### src/rtl/fifo_pkg.sv
// Shared FIFO helpers: default geometry, pointer/count width functions and
// the per-cycle transfer classification used by the occupancy counter.
package fifo_pkg;

    localparam int DEFAULT_WIDTH = 16;
    localparam int DEFAULT_DEPTH = 8;

    // Pointer addresses 0..depth-1; keep at least one bit for tiny depths.
    function automatic int ptr_width(input int depth);
        return (depth > 1) ? $clog2(depth) : 1;
    endfunction

    // Count spans 0..depth inclusive.
    function automatic int cnt_width(input int depth);
        return $clog2(depth + 1);
    endfunction

    typedef enum logic [1:0] {
        OP_IDLE  = 2'b00,
        OP_READ  = 2'b01,
        OP_WRITE = 2'b10,
        OP_BOTH  = 2'b11
    } fifo_op_e;

endpackage

### src/rtl/fifo_mem.sv
// FIFO storage array: synchronous write, asynchronous read, no reset.
module fifo_mem
    import fifo_pkg::*;
#(
    parameter int width = DEFAULT_WIDTH,
    parameter int depth = DEFAULT_DEPTH
) (
    input  logic                        clk,
    input  logic                        we,
    input  logic [ptr_width(depth)-1:0] waddr,
    input  logic [width-1:0]            wdata,
    input  logic [ptr_width(depth)-1:0] raddr,
    output logic [width-1:0]            rdata
);

    logic [width-1:0] mem [0:depth-1];

    always_ff @(posedge clk) begin
        if (we) begin
            mem[waddr] <= wdata;
        end
    end

    assign rdata = mem[raddr];

endmodule

### src/rtl/param_sync_fifo.sv
// Parametrised single-clock FIFO with occupancy count, threshold flags,
// sticky error flags, synchronous flush and selectable FWFT read mode.
module param_sync_fifo
    import fifo_pkg::*;
#(
    parameter int fifo_width          = DEFAULT_WIDTH,
    parameter int fifo_depth          = DEFAULT_DEPTH,
    parameter int almost_full_thresh  = fifo_depth - 2,
    parameter int almost_empty_thresh = 2,
    parameter int fwft                = 0
) (
    input  logic                            clk,
    input  logic                            rst,
    input  logic                            clr,
    input  logic                            w_en,
    input  logic [fifo_width-1:0]           data_in,
    input  logic                            r_en,
    output logic [fifo_width-1:0]           data_out,
    output logic                            full,
    output logic                            empty,
    output logic                            almost_full,
    output logic                            almost_empty,
    output logic [$clog2(fifo_depth+1)-1:0] count,
    output logic                            overflow,
    output logic                            underflow
);

    localparam int PW = ptr_width(fifo_depth);
    localparam int CW = $clog2(fifo_depth + 1);

    logic [PW-1:0]         w_ptr;
    logic [PW-1:0]         r_ptr;
    logic [fifo_width-1:0] rd_word;
    logic                  wr_ok;
    logic                  rd_ok;
    fifo_op_e              op;

    // Explicit wrap so non-power-of-two depths never address past the array.
    function automatic logic [PW-1:0] ptr_inc(input logic [PW-1:0] p);
        return (p == PW'(fifo_depth - 1)) ? '0 : p + PW'(1);
    endfunction

    always_comb begin
        wr_ok = w_en & ~full & ~clr;
        rd_ok = r_en & ~empty & ~clr;
        op    = fifo_op_e'({wr_ok, rd_ok});
    end

    always_ff @(posedge clk or posedge rst) begin
        if (rst) begin
            w_ptr     <= '0;
            r_ptr     <= '0;
            count     <= '0;
            overflow  <= 1'b0;
            underflow <= 1'b0;
        end else if (clr) begin
            w_ptr     <= '0;
            r_ptr     <= '0;
            count     <= '0;
            overflow  <= 1'b0;
            underflow <= 1'b0;
        end else begin
            if (wr_ok) begin
                w_ptr <= ptr_inc(w_ptr);
            end
            if (rd_ok) begin
                r_ptr <= ptr_inc(r_ptr);
            end
            case (op)
                OP_WRITE: count <= count + CW'(1);
                OP_READ:  count <= count - CW'(1);
                default:  count <= count;
            endcase
            if (w_en && full) begin
                overflow <= 1'b1;
            end
            if (r_en && empty) begin
                underflow <= 1'b1;
            end
        end
    end

    assign full         = (count == CW'(fifo_depth));
    assign empty        = (count == '0);
    assign almost_full  = (count >= CW'(almost_full_thresh));
    assign almost_empty = (count <= CW'(almost_empty_thresh));

    fifo_mem #(
        .width (fifo_width),
        .depth (fifo_depth)
    ) u_mem (
        .clk   (clk),
        .we    (wr_ok),
        .waddr (w_ptr),
        .wdata (data_in),
        .raddr (r_ptr),
        .rdata (rd_word)
    );

    generate
        if (fwft != 0) begin : g_fwft
            assign data_out = empty ? '0 : rd_word;
        end else begin : g_reg
            // rd_ok already excludes clr, so a flush leaves the last word visible.
            always_ff @(posedge clk or posedge rst) begin
                if (rst) begin
                    data_out <= '0;
                end else if (rd_ok) begin
                    data_out <= rd_word;
                end
            end
        end
    endgenerate

endmodule

### config.mk
export PLATFORM = sky130hd
export DESIGN_NAME = param_sync_fifo
export DESIGN_NICKNAME = d
export VERILOG_FILES = /design/src/rtl/fifo_pkg.sv /design/src/rtl/fifo_mem.sv /design/src/rtl/param_sync_fifo.sv
export SDC_FILE = /design/constraint.sdc
export NUM_CORES = 1
export LEC_CHECK = 0
export ABC_AREA = 0
export BUFFER_PORTS_ARGS = -buffer_cell sky130_fd_sc_hd__buf_4
export CAP_MARGIN = 20
export CORE_MARGIN = 1
export CORE_UTILIZATION = 32
export DETAILED_ROUTE_END_ITERATION = 16
export SYNTH_ARGS = -nofsm -noshare
export SYNTH_HDL_FRONTEND = slang
export SYNTH_SLANG_ARGS = --single-unit
### constraint.sdc
create_clock -name clk -period 2.6 [get_ports clk]
set_input_delay 0.52 -clock clk [delete_from_list [all_inputs] [get_ports clk]]
set_output_delay 0.52 -clock clk [all_outputs]
set_load 0.02 [all_outputs]
==> results.md, run 1 <==
- Status: finished, violations left
- Failing checks: DRC
- Crit path max fanout: 5
- Share of layout cells above drive strength 1: 35.63%
- Rows: 50
- Data arrival, critical path: 2.73 ns
- Max-cap violations: 0
- Tcrit/Tclk final: 93.12%
- Worst-skew pair later-pin latency: 0.43 ns
- Comb pwr share: 26.2%
- Number of remaining DRC errors: 1
- Final Skew: 0.006825 ns
- Worst R2R Setup Slack: 0.18 ns
- Crit Path Category: flop to flop
- Max Freq: 413.0 MHz
- Initial drt markers: 209
- Post-synth top cells: edfxtp_1, nor2_1, mux4_2, dfrtp_1, a21oi_1
- CTS tree: built
- NumNets Final: 421
- Clk root buf: clkbuf_16
- Nature of the critical path endpoint: flop
- Initial antenna violation count: 0
- Worst hold slack: 0.2088 ns
- Final Max Tran Viols: 0
- Fillcell total: 1648
- Drt via density: 4.900
- Tot GR Track Use: 13.36%
- Routability-driven placement congestion ratio: 0.7418
- Syn Inst Count: 322
- FFs w/ async S/R, synth: 17.95%
- Synthesis-stage register bit count: 156
- Synth top area cells: edfxtp_1, mux4_2, dfrtp_1
- HPWL after DPL: 7.302 mm
- Unrepaired setup endpoints after global routing: no
- Clock group share of total power: 34.2%
- Sequential Power Share: 39.6%
- Post-synth cell types: 33
- I/O pin cnt: 47
- Vias: 3141
- Htree depth: 4
- WL/cell: 18.78 um
- Avg Cell Area, Syn: 18.97 um^2
- Drt pass-1 iters: 10
- Starting Density: 32.66%
- Hold buffer count at cts: 0
- Vias in the first global route: 3278
- Peak VDD IR: 560.5 uV
- Largest area contributor in the netlist: edfxtp_1
- Post-synthesis sequential area ratio: 74.38%
- Crit path time final: 2.421 ns
- Longest Clk Path Bufs: 2
- Reg2Reg Launch Point: count[0]$_DFFE_PP0P_
- Synth Cell Area: 6110 um^2
- CP Launch Type: flop
- Class of the worst hold path: input port to async pin
- Port Buffer Count: 46
- Routed WL: 12.04 mm
- Worst reg-to-reg path cell count: 7
- Leak Pwr: 2.624 nW
- Switching power total: 2.213 mW
- P_int: 5.559 mW
- Switching share of total power: 28.48%
- CTS clock-pin slew for the worst setup and hold paths: 0.06 ns
- CTS buffer count: 17
- Synthesis warning total: 0
- Worst path required time: 2.91 ns
- Worst-Margin Slew: 0.6424 ns
- Antenna cells: 0
- Ys flop type: edfxtp_1
- Final setup vio count: 0
- Die area: 19650 um^2
- EDFF count, synth: 128
- Slew headroom: 57.01%
- DRT antenna net count: 0
- Total gr overflow: 0
- Final Hold Violating Endpoints: 0
- Die H: 140.2 um
- Largest net degree at the start of global routing: 35
- PwrDens: 1030 nW/um^2
- Die width: 140.2 um
- Area of the core: 18710 um^2
- TritonCTS Sinks: 156
- Synthesized Nets: 349
- Total negative setup slack: 0 ns
- Area growth syn-to-layout: 23.57%
- Global-route wire length before repair: 18.88 mm
- Synth top area share: 62.91%
- Critical R2R Capture: count[2]$_DFFE_PP0P_
- Most frequent cell after synthesis: edfxtp_1
## layout make-up
| class | instances | area, um^2 | share of cell area (%) |
|---|---|---|---|
| flip-flops and latches | 156 | 4546 | 60.21 |
| repair buffers | 70 | 563.0 | 7.458 |
| inverters | 2 | 7.507 | 0.09944 |
| clock buffers | 18 | 439.2 | 5.817 |
| clock inverters | 14 | 206.4 | 2.735 |
| multi-input cells | 147 | 1495 | 19.80 |
| well taps | 234 | 292.8 | 3.878 |
## critical path: stages, from the launching register on
cell and delay, ns:
dfrtp_1 0.37, or4b_1 0.58, a21o_4 0.27, nor2_2 0.14, xor2_1 0.10, ha_1 0.21, a32o_1 0.25, a2111oi_2 0.37
## cell usage in the layout, fill, tap and decap left out, types with 3 or more instances in the layout
cell / synthesis / layout
mux2i_1: 17 / 17
clkbuf_16: 0 / 17
buf_12: 0 / 3
inv_6: 0 / 3
bufinv_16: 0 / 4
nor2_1: 34 / 32
nand2_1: 6 / 6
ha_1: 6 / 6
edfxtp_1: 128 / 128
buf_4: 0 / 67
dfrtp_1: 28 / 27
mux4_2: 32 / 32
nand3_1: 3 / 3
a21oi_1: 23 / 23
## worst max path at each step
stage | start | end | slack, ns | cells after the start
after floorplan | count[0]$_DFFE_PP0P_ | count[3]$_DFFE_PP0P_ | 0.01 | 10
after global placement | count[0]$_DFFE_PP0P_ | count[3]$_DFFE_PP0P_ | 0.29 | 8
after detailed placement | count[0]$_DFFE_PP0P_ | count[2]$_DFFE_PP0P_ | 0.11 | 7
after CTS | count[0]$_DFFE_PP0P_ | count[2]$_DFFE_PP0P_ | 0.08 | 7
after global routing | count[0]$_DFFE_PP0P_ | count[2]$_DFFE_PP0P_ | 0.05 | 7
final | count[0]$_DFFE_PP0P_ | count[2]$_DFFE_PP0P_ | 0.18 | 7
## cell families after synthesis
family	synth area share [%]
muxes	14.58
DFF	74.38
xor gates and xnor gates	0.5735
adders and majority gates	1.229
and+or+nand+nor	3.994
AOI/OAI and AO/OA	3.850
buffers and inverters	1.393
## sequential cells by signal, indices dropped and copies added, names as in the netlist
signal	flops
u_mem.mem	128
count	4
w_ptr	3
r_ptr	3
data_out	16
overflow	1
underflow	1
## metrics by stage
step                util, %  worst slack, ns  instances  power, mW  cell area, um^2
CTS                   40.35          0.08109        641      7.860             7547
detailed placement    36.90           0.1059        609      5.195             6902
global placement      36.90           0.2943        609      5.137             6902
global route          40.36          0.04829        641      8.111             7550
finish                40.36           0.1790        641      7.773             7550
floorplan                 -          0.01311        322      4.418             6120
## metal layers
metal	track usage (%)	wire length [um]	vias to the layer above
li1	-	-	1415
met4	6.015	193	0
met3	3.385	491	12
met5	0	0	-
met1	17.79	5652	1649
met2	20.68	5704	65
## power by group through the flow
stage          clock [mW]  combinational (mW)  sequential, mW
5_1_grt              2.80                2.20            3.11
3_3_place_gp            0                2.01            3.12
4_1_cts              2.71                2.07            3.08
3_5_place_dp            0                2.06            3.13
6_report             2.66                2.04            3.08
2_1_floorplan           0                1.11            3.31
## repair_timing
action                                  4_1_cts  5_1_grt
gates resized for setup                       0        1
endpoints found under the setup margin        0        1
setup buffers                                 0        0
Power figures use the tool's default switching activity.
==> run 2, diff against run 1 <==
Settings changed: PLACE_DENSITY set to 0.49.
Clock period 2.6 ns to 1.97 ns, I/O delays scaled along.
==> results.md, run 2 (synthesis gave the netlist of run 1 again) <==
- Final Max Tran Viols: 0 (unchanged)
- Final setup vio count: 132 (was 0)
- Buf/Inv on CP: 0 (unchanged)
- Tot GR Track Use: 14.64% (was 13.36%)
- Peak VDD IR: 782.5 uV (was 560.5 uV)
- Unrepaired setup endpoints after global routing: yes (was no)
- Initial antenna violation count: 0 (unchanged)
- Levels on crit path: 8 (was 7)
- Comb pwr share: 29.8% (was 26.2%)
- Worst path required time: 2.27 ns (was 2.91 ns)
- Clock group share of total power: 29.7% (was 34.2%)
- Worst-skew pair later-pin latency: 0.42 ns (was 0.43 ns)
- Share of layout cells above drive strength 1: 43.39% (was 35.63%)
- Switching share of total power: 30.23% (was 28.48%)
- WL/cell: 20.03 um (was 18.78 um)
- Routability-driven placement congestion ratio: 0.7219 (was 0.7418)
- Finished Cell Area: 7983 um^2 (was 7550 um^2)
- Area of the core: 18710 um^2 (unchanged)
- Final Hold Violating Endpoints: 0 (unchanged)
- CTS buffer count: 17 (unchanged)
- Antenna cells: 0 (unchanged)
- Area growth syn-to-layout: 30.66% (was 23.57%)
- DRT antenna net count: 0 (unchanged)
- Vias in the first global route: 3367 (was 3278)
- Clk root buf: clkbuf_16 (unchanged)
- Routed WL: 13.32 mm (was 12.04 mm)
- Most frequent cells in the layout: edfxtp_1, buf_4, mux4_2 (was edfxtp_1, buf_4, mux4_2, nor2_1, dfrtp_1)
- Most common cell after layout, fill and taps aside: edfxtp_1 (unchanged)
- Die H: 140.2 um (unchanged)
- Total power draw: 10.07 mW (was 7.773 mW)
- Biggest regs: u_mem.mem: 128 flops, data_out: 16 flops, count: 4 flops (unchanged)
- Drt pass-1 iters: 4 (was 10)
- Crit-path slowest cell: or4b_4 (was or4b_1)
- Slew headroom: 65.35% (was 57.01%)
- Max-cap violations: 0 (unchanged)
- Global-route wire length before repair: 20.51 mm (was 18.88 mm)
- PwrDens: 1261 nW/um^2 (was 1030 nW/um^2)
- HPWL after DPL: 7.355 mm (was 7.302 mm)
- Crit Path Category: flop to flop (unchanged)
- NumNets Final: 445 (was 421)
- Dpl cell area: 7019 um^2 (was 6902 um^2)
- Delay-heaviest family, CP: simple AND/OR/NAND/NOR gates (was compound AO/OA/AOI/OAI gates)
- Die area: 19650 um^2 (unchanged)
- Max Freq: 451.8 MHz (was 413.0 MHz)
- Tcrit/Tclk final: 112.4% (was 93.12%)
- Vias: 3237 (was 3141)
- Die width: 140.2 um (unchanged)
- Nature of the critical path endpoint: flop (unchanged)
- CTS tree: built (unchanged)
- Place WS: -0.2748 ns (was 0.1059 ns)
- Switching power total: 3.043 mW (was 2.213 mW)
- Status: finished, violations left (unchanged)
- P_int: 7.024 mW (was 5.559 mW)
- Dpl cells: 611 (was 609)
- Leak Pwr: 2.751 nW (was 2.624 nW)
- TritonCTS Sinks: 156 (unchanged)
- Starting Density: 32.66% (unchanged)
- Port Buffer Count: 46 (unchanged)
- Rows: 50 (unchanged)
- Initial drt markers: 150 (was 209)
- Longest Clk Path Bufs: 2 (unchanged)
- Failing checks: setup timing (was DRC)
- Number of remaining DRC errors: 0 (was 1)
- Largest net degree at the start of global routing: 35 (unchanged)
- Largest register FFs: 128 (unchanged)
- CP Launch Type: flop (unchanged)
- Largest Register: u_mem.mem (unchanged)
- CTS clock-pin slew for the worst setup and hold paths: 0.07 ns (was 0.06 ns)
- Drt via density: 4.868 (was 4.900)
- Total gr overflow: 0 (unchanged)
- Fin cells: 665 (was 641)
- Max incr delay on CP: 0.56 ns (was 0.58 ns)
- Worst reg-to-reg path cell count: 8 (was 7)
- Worst-Margin Slew: 0.5193 ns (was 0.6424 ns)
- Hold buffer count at cts: 0 (unchanged)
- I/O pin cnt: 47 (unchanged)
- Final setup margin: -0.2434 ns (was 0.1790 ns)
- Sequential Power Share: 40.4% (was 39.6%)
- Data arrival, critical path: 2.51 ns (was 2.73 ns)
- Crit path max fanout: 3 (was 5)
- Class of the worst hold path: input port to async pin (unchanged)
- Crit path time final: 2.213 ns (was 2.421 ns)
- Htree depth: 4 (unchanged)
- Crit-path cells: or4b_4, a21o_4, nor2_4, ha_4, o21a_1, o32ai_2, xnor2_1, nor2_1 (was or4b_1, a21o_4, nor2_2, xor2_1, ha_1, a32o_1, a2111oi_2)
- Final Skew: 0.008107 ns (was 0.006825 ns)
==> run 2: changes by cell type in the layout (fill, tap and decap cells not counted), sizes merged <==
cell	previous run	this run
inv	7	8
clkinvlp	2	4
buf	70	93
clkbuf	18	20
bufinv	4	0
==> run 2: repair_timing <==
action,4_1_cts,5_1_grt
resized for setup,14,10
cloned,2,1
pin swaps,11,6
endpoints found under the setup margin,132,118
setup buffers,20,2
==> run 2: metrics by stage <==
| stage | hold slack, ns | setup TNS, ns | util, % |
|---|---|---|---|
| floorplan | 0.4525 | -10.40 | - |
| global placement | 0.4818 | -14.94 | 37.53 |
| detailed placement | 0.4933 | -16.56 | 37.53 |
| CTS | 0.09515 | -10.02 | 42.37 |
| global route | 0.1408 | -24.38 | 42.68 |
| finish | 0.09434 | -18.88 | 42.68 |
==> run 2: path summary, 6_finish.rpt <==
path	end	from	slack [ns]
max	count[3]$_DFFE_PP0P_	count[1]$_DFFE_PP0P_	-0.24
max reg2reg	count[3]$_DFFE_PP0P_	count[1]$_DFFE_PP0P_	-0.24
min reg2reg	overflow$_DFFE_PP0P_	overflow$_DFFE_PP0P_	0.51
min	data_out[9]$_DFFE_PP0P_	rst	0.09
max in group asynchronous	r_ptr[0]$_DFFE_PP0P_	rst	1.52
min in group clk	u_mem.mem[3][12]$_DFFE_PP_	data_in[12]	0.21
==> run 2: layer usage <==
metal  vias up  part of all wire [%]  track usage [%]
met3         8                   3.4            3.863
met2        67                    49            23.87
met5         -                     0                0
li1       1474                     -                -
met1      1688                    46            19.44
met4         0                  0.77            3.759
==> run 2: area by class of cell <==
class / count / area [um^2]
sequential: 156 / 4548
timing repair buffer: 94 / 950.9
multi-input combinational: 147 / 1633
inverter: 2 / 7.507
clock inverter: 13 / 107.6
fill: 1638 / 10720
clock buffer: 19 / 442.9
tap: 234 / 292.8
==> run 2: worst register-to-register path: stages, from the launching register on <==
cell	delay, ns
dfrtp_1	0.38
or4b_4	0.56
a21o_4	0.23
nor2_4	0.12
ha_4	0.23
o21a_1	0.11
o32ai_2	0.27
xnor2_1	0.14
nor2_1	0.05
==> run 2: power by group through the flow <==
stage / registers [mW] / clock network [mW] / logic (mW)
global route: 4.11 / 3.19 / 3.25
floorplan: 4.38 / 0 / 1.52
detailed placement: 4.14 / 0 / 2.84
global placement: 4.13 / 0 / 2.82
finish: 4.07 / 2.99 / 3.00
CTS: 4.08 / 3.08 / 2.99
